File: src/rtl/mod_dp.sv
// mod_dp -- datapath for an iterative unsigned modulo (repeated subtraction).
//
// The controller issues ld_temp to latch a dividend/divisor pair, then sub
// pulses while comp is high. Each accepted sub removes one divisor from the
// running remainder. Once no further subtraction is legal after a load,
// result_valid rises and stays high until the next load or reset.
//
// Optional feature: define MOD_QUOTIENT_EN to add the quotient register/port.
//
// Ports:
//   clk           in   clock, all state changes on the rising edge
//   reset         in   synchronous active-high reset (priority over commands)
//   a             in   WIDTH  dividend, sampled on ld_temp
//   b             in   WIDTH  divisor, sampled on ld_temp
//   ld_temp       in   load command (wins over sub)
//   sub           in   subtract-step command
//   comp          out  combinational: divr != 0 and temp >= divr
//   result        out  WIDTH  running remainder (temp register, no extra stage)
//   div_zero      out  latched divisor is zero
//   result_valid  out  remainder is final for the current load
//   quotient      out  WIDTH  subtraction count (MOD_QUOTIENT_EN only)
module mod_dp #(
  parameter int unsigned WIDTH = 32
) (
  input  logic             clk,
  input  logic             reset,
  input  logic [WIDTH-1:0] a,
  input  logic [WIDTH-1:0] b,
  input  logic             ld_temp,
  input  logic             sub,
  output logic             comp,
  output logic [WIDTH-1:0] result,
  output logic             div_zero,
  output logic             result_valid
`ifdef MOD_QUOTIENT_EN
  ,
  output logic [WIDTH-1:0] quotient
`endif
);

  logic [WIDTH-1:0] temp_q, temp_d;
  logic [WIDTH-1:0] divr_q, divr_d;
  logic             div_zero_q, div_zero_d;
  logic             valid_q, valid_d;
  // Remembers that a load happened since reset, so result_valid cannot
  // rise from the idle post-reset state where comp is trivially 0.
  logic             armed_q, armed_d;
`ifdef MOD_QUOTIENT_EN
  logic [WIDTH-1:0] quot_q, quot_d;
`endif

  // Checking divr != 0 also makes a zero divisor never subtractable.
  assign comp = (divr_q != '0) && (temp_q >= divr_q);

  always_comb begin
    temp_d     = temp_q;
    divr_d     = divr_q;
    div_zero_d = div_zero_q;
    valid_d    = valid_q;
    armed_d    = armed_q;
`ifdef MOD_QUOTIENT_EN
    quot_d     = quot_q;
`endif
    if (ld_temp) begin
      temp_d     = a;
      divr_d     = b;
      div_zero_d = (b == '0);
      valid_d    = 1'b0;
      armed_d    = 1'b1;
`ifdef MOD_QUOTIENT_EN
      quot_d     = '0;
`endif
    end else begin
      if (sub && comp) begin
        temp_d = temp_q - divr_q;
`ifdef MOD_QUOTIENT_EN
        quot_d = quot_q + 1'b1;
`endif
      end
      if (armed_q && !comp) begin
        valid_d = 1'b1;
      end
    end
  end

  always_ff @(posedge clk) begin
    if (reset) begin
      temp_q     <= '0;
      divr_q     <= '0;
      div_zero_q <= 1'b0;
      valid_q    <= 1'b0;
      armed_q    <= 1'b0;
`ifdef MOD_QUOTIENT_EN
      quot_q     <= '0;
`endif
    end else begin
      temp_q     <= temp_d;
      divr_q     <= divr_d;
      div_zero_q <= div_zero_d;
      valid_q    <= valid_d;
      armed_q    <= armed_d;
`ifdef MOD_QUOTIENT_EN
      quot_q     <= quot_d;
`endif
    end
  end

  assign result       = temp_q;
  assign div_zero     = div_zero_q;
  assign result_valid = valid_q;
`ifdef MOD_QUOTIENT_EN
  assign quotient     = quot_q;
`endif

endmodule

File: config.mk
export PLATFORM = sky130hd
export DESIGN_NAME = mod_dp
export DESIGN_NICKNAME = d
export VERILOG_FILES = /design/src/rtl/mod_dp.sv
export SDC_FILE = /design/constraint.sdc
export NUM_CORES = 1
export LEC_CHECK = 0
export BUFFER_PORTS_ARGS = -buffer_cell sky130_fd_sc_hd__buf_2
export CAP_MARGIN = 40
export CORE_ASPECT_RATIO = 0.9
export CORE_MARGIN = 5
export CORE_UTILIZATION = 35
export CTS_CLUSTER_SIZE = 16
export DETAILED_ROUTE_END_ITERATION = 10
export GPL_TIMING_DRIVEN = 0
export PLACE_DENSITY = 0.53
export SYNTH_ARGS = -nofsm -noshare
export SYNTH_HDL_FRONTEND = slang
export SYNTH_SLANG_ARGS = --single-unit
File: constraint.sdc
create_clock -name clk -period 3.95 [get_ports clk]
set_input_delay 0.79 -clock clk [delete_from_list [all_inputs] [get_ports clk]]
set_output_delay 0.79 -clock clk [all_outputs]
set_load 0.01 [all_outputs]
== Word-level counts from Yosys, hierarchy flattened ==
Cells that the tools add are included.

* Bits in registers: 67
* Word-level logic and storage cells: 17
* Bits of input ports: 68
* Output and inout port bits: 35

* Muxes and demuxes: 2
* $add $sub $neg: 1
* Reductions and logical operators: 8
* Order comparisons: 1

{| class="wikitable"
|+ Operators by type and width
! operator !! count
|-
| $mux 32 || 2
|-
| $ge 32x32->1 || 1
|-
| $logic_not 32->1 || 1
|-
| $reduce_bool 32->1 || 1
|-
| $sub 32x32->32 || 1
|-
| $logic_and 1x1->1 || 3
|-
| $reduce_bool 2->1 || 1
|-
| $reduce_or 2->1 || 1
|-
| $logic_not 1->1 || 1
|}

== Depth between registers and ports, before layout ==
* Depth in word-level cells: 5
* Mapped depth: 14

== Least setup slack after synthesis ==
OpenSTA, ideal clock, no wires.

* Kind: reg-to-output
* From: register temp_q[0] (netlist: result[0])
* To: output comp
* Cell stages (with the launch flop): 11
* Buffers on the path: 0
* Path slack: 0.939 ns
* Arrival time: 2.221 ns
* Data required time: 3.160 ns
* Cell sequence: dfxtp_1 inv_1 ha_1 inv_1 fa_1 a211oi_1 o21bai_1 o21ai_1 o221ai_2 o31ai_4 inv_1

* Longest elaborated chain between the ends: 2

{| class="wikitable"
|+ Ends and longest elaborated chain
! element !! RTL line !! source
|-
| start: declaration || 41 || <nowiki>logic [WIDTH-1:0] temp_q, temp_d;</nowiki>
|-
| start signal: assignment || 97 || <nowiki>temp_q <= temp_d;</nowiki>
|-
| $ge 32x32->1 || 53 || <nowiki>assign comp = (divr_q != '0) && (temp_q >= divr_q);</nowiki>
|-
| $logic_and 1x1->1 || 53 ||
|-
| end: declaration || 31 || <nowiki>output logic comp,</nowiki>
|}

Every way passes these cells.

== Worst setup path after layout ==
Ends and elaborated chain as after synthesis.

==> run_results.csv <==
group,metric,value,unit
logic_synthesis,netlist_instances,582,
die,start_util,0.354,
timing,slew_violations,0,
die,die_h,120,microns
power_and_ir_drop,leakage,2.62,nW
grt,track_usage,0.197,
logic_synthesis,seq_area_frac_synth,0.287,
finish,drive_above_1_share,0.201,
timing,fmax,270,MHz
placement,portBuffers,101,
finish,syn_to_final_growth,21.4,%
logic_synthesis,avgSynthCellArea,8.04,sq um
power_and_ir_drop,power_density,458,mW/mm^2
grt,antenna_found_initial,0,
placement,dp_hpwl,12200,microns
hold_path,hold_start,"armed_q",
detailed_routing,ant_nets,0,
logic_synthesis,synth_top_family_by_area,"compound AO/OA/AOI/OAI gates",
critical_path,ff2ff_path_depth,13,
critical_path,regToRegEndpoint,"result[30]",
placement,dp_cells,851,
critical_path,cp_num_buf_inv,4,
grt,gr-total-overflow,0,
power_and_ir_drop,switching_power,969,uW
critical_path,critical-path-max-stage-delay,440,ps
logic_synthesis,synth-adder-area-share,0.0899,
finish,regArea,0.00134,sq mm
timing,finalHoldViolations,0,
logic_synthesis,synthFlopType,"dfxtp_1",
finish,num-nets-final,795,
critical_path,start_kind,"flop",
logic_synthesis,synth_fp_nets,683,
logic_synthesis,yosys_register_bits,67,
clock_tree,path_clk_slew,60,ps
power_and_ir_drop,clockPowerShare,0.295,
logic_synthesis,syn_area,0.00468,sq mm
job,max-cap-violations,0,
detailed_routing,viasPerCell,5.33,
grt,grt_pass1_vias,4703,
clock_tree,ctsHoldBuffers,0,
power_and_ir_drop,power,2.60,mW
logic_synthesis,synthSimpleGateAreaFrac,0.177,
detailed_routing,routedWlPerCell,17.8,microns
clock_tree,cts-root-buf,"clkbuf_16",
die,io_pins,103,
placement,preCtsSetupSlack,468,ps
logic_synthesis,synth_compound_area_frac,0.235,
power_and_ir_drop,p_int,1.63,mW
clock_tree,clk_path_buf_depth,2,
hold_path,hp-class,"flop to flop",
critical_path,crit_arrival,2910,ps
logic_synthesis,synth_xor_area_frac,0.0487,
power_and_ir_drop,ir_drop,0.000200,V
die,dieArea,0.0158,sq mm
timing,worst_slack,245,ps
power_and_ir_drop,combPwrFrac,0.403,
die,row_count,40,
run_status,status,"complete, no violations",
finish,fillers,1372,
timing,tns,0,ps
timing,skew,8.90,ps
critical_path,path_cells,"inv_1, ha_1, inv_1, fa_1, a211oi_1, o21bai_1, o21ai_2, o221ai_2, o31ai_4, inv_1, buf_2",
critical_path,cp_top_family,"compound AO/OA/AOI/OAI gates",
timing,slew_headroom,0.445,
timing,grt_setup_unrepaired,"false",
grt,grt_max_degree,11,
timing,setup_viol,0,
detailed_routing,wl,15400,microns
logic_synthesis,synthMuxAreaShare,0.0944,
critical_path,endpoint_kind,"primary output",
grt,grt_pass1_wl,24500,microns
power_and_ir_drop,p_seq_frac,0.301,
die,core,0.0132,sq mm
clock_tree,clock-sinks,67,
timing,layout_min_cycle_time,3700,ps
finish,n_antenna_cell,0,
critical_path,required,3160,ps
critical_path,cpMaxStageDelayCell,"fa_1",
logic_synthesis,ys.warnings.count,0,
finish,stdcell_count,866,
logic_synthesis,ys_async_sr_fraction,0,
hold_path,min_to,"armed_q",
critical_path,path_max_fanout,4,
logic_synthesis,ys_types,63,
placement,routabilityCongestion,0.906,
critical_path,timing.rr.start,"result[0]",
clock_tree,cts_buffers,9,
power_and_ir_drop,swShare,0.372,
clock_tree,h-tree-depth,3,
critical_path,r2r_slack,680,ps
critical_path,crit_type,"flop to primary output",
clock_tree,post_cts_buffers,0,
clock_tree,cts_tree,"done",
hold_path,hold_depth,2,
die,die_x,132,microns
detailed_routing,drc,0,
finish,multi_input_area,0.00302,sq mm
timing,min_period_over_period,0.938,
logic_synthesis,synth_edf_count,0,
clock_tree,clkLatencyLatePin,350,ps
detailed_routing,vias,4615,
critical_path,crit_path_frequent_cell,"inv_1",
timing,worstMarginPinSlew,833,ps
detailed_routing,drtPass1Iterations,5,
detailed_routing,drt_iter0_markers,284,
-- cell usage after synthesis, types with 4 or more instances --
cell type,n,share of area
a211oi_1,7,0.011
a21o_1,12,0.019
a21oi_1,58,0.062
a221oi_1,7,0.013
a31oi_1,6,0.0080
and3_1,5,0.0067
clkbuf_1,19,0.015
dfxtp_1,67,0.29
ha_1,32,0.086
inv_1,49,0.039
mux2i_1,43,0.092
nand2_1,46,0.037
nand3_1,7,0.0075
nand4_1,9,0.012
nor2_1,76,0.061
nor2b_1,5,0.0067
nor3_1,5,0.0053
nor4_1,16,0.021
o211ai_1,5,0.0080
o21ai_0,20,0.021
o21bai_1,4,0.0064
xnor2_1,15,0.028
xor2_1,11,0.021
-- what timing repair did --
| item | 4_1_cts | 5_1_grt |
|---|---|---|
| resized for setup | 0 | 1 |
| endpoints found under the setup margin | 0 | 1 |
| endpoints found under the hold margin | 0 | 0 |
-- sequential cells by signal (all words and copies together) (netlist names) --
name / count
armed_q: 1
div_zero: 1
divr_q: 32
result: 32
result_valid: 1
-- power groups by stage --
| stage | registers, mW | clock network (mW) | logic [mW] |
|---|---|---|---|
| 2_1_floorplan | 0.799 | 0 | 0.754 |
| 4_1_cts | 0.785 | 0.789 | 1.04 |
| 5_1_grt | 0.792 | 0.816 | 1.16 |
| 3_3_place_gp | 0.797 | 0 | 1.03 |
| 6_report | 0.784 | 0.769 | 1.05 |
| 3_5_place_dp | 0.799 | 0 | 1.04 |
-- how the worst max path moves through the flow --
stage                    from    to  slack, ps  depth (start not counted)
global route        result[0]  comp        100                         11
floorplan           result[0]  comp        940                         10
CTS                 result[0]  comp         70                         11
detailed placement  result[0]  comp        470                         11
global placement    result[0]  comp        490                         11
finish              result[0]  comp        250                         11
-- cells by family (layout without fill, tap and decap cells) --
logic type	count (synthesis)	count (layout)
AOI/OAI and AO/OA	155	155
xor gates and xnor gates	26	26
adders and majority gates	33	33
buffers and inverters	79	195
DFF	67	67
muxes	44	44
and+or+nand+nor	178	178
-- stage by stage --
stage	util	hold WS (ps)	cell area, sq um
2_1_floorplan	-	435	4680
3_3_place_gp	0.408	455	5390
3_5_place_dp	0.408	479	5390
4_1_cts	0.429	488	5670
5_1_grt	0.430	509	5680
6_report	0.430	483	5680
-- cell usage in the layout, fill, tap and decap left out, types with 15 or more instances in the layout --
cell      Yosys  layout
buf_2         3     104
nor2_1       76      76
dfxtp_1      67      67
a21oi_1      58      58
inv_1        49      49
nand2_1      46      46
mux2i_1      43      43
ha_1         32      32
clkbuf_1     19      20
o21ai_0      20      20
nor4_1       16      16
xnor2_1      15      15
-- final cells by class --
class / instances / area share
multi-input cells: 436 / 0.531
flip-flops and latches: 67 / 0.236
repair buffers: 101 / 0.0890
clock buffers: 13 / 0.0476
well taps: 168 / 0.0370
inverters: 50 / 0.0331
plain buffers: 29 / 0.0240
clock inverters: 2 / 0.00176
-- worst register-to-register path: cells and delay by family, from the launching register on --
| kind | cells | cell delay, ps |
|---|---|---|
| adders and majority gates | 2 | 590 |
| muxes | 1 | 150 |
| AOI/OAI and AO/OA | 8 | 1920 |
| DFF | 1 | 340 |
| buffers and inverters | 2 | 120 |
-- per-layer routing --
metal  share of wire  GRT usage  vias to the layer above
li1                -          -                     2307
met1            0.46      0.253                     2153
met2            0.46      0.322                      130
met3           0.052     0.0482                       25
met4           0.023     0.0656                        0
met5               0          0                        -
No activity file was read; power rests on OpenSTA's default activity.
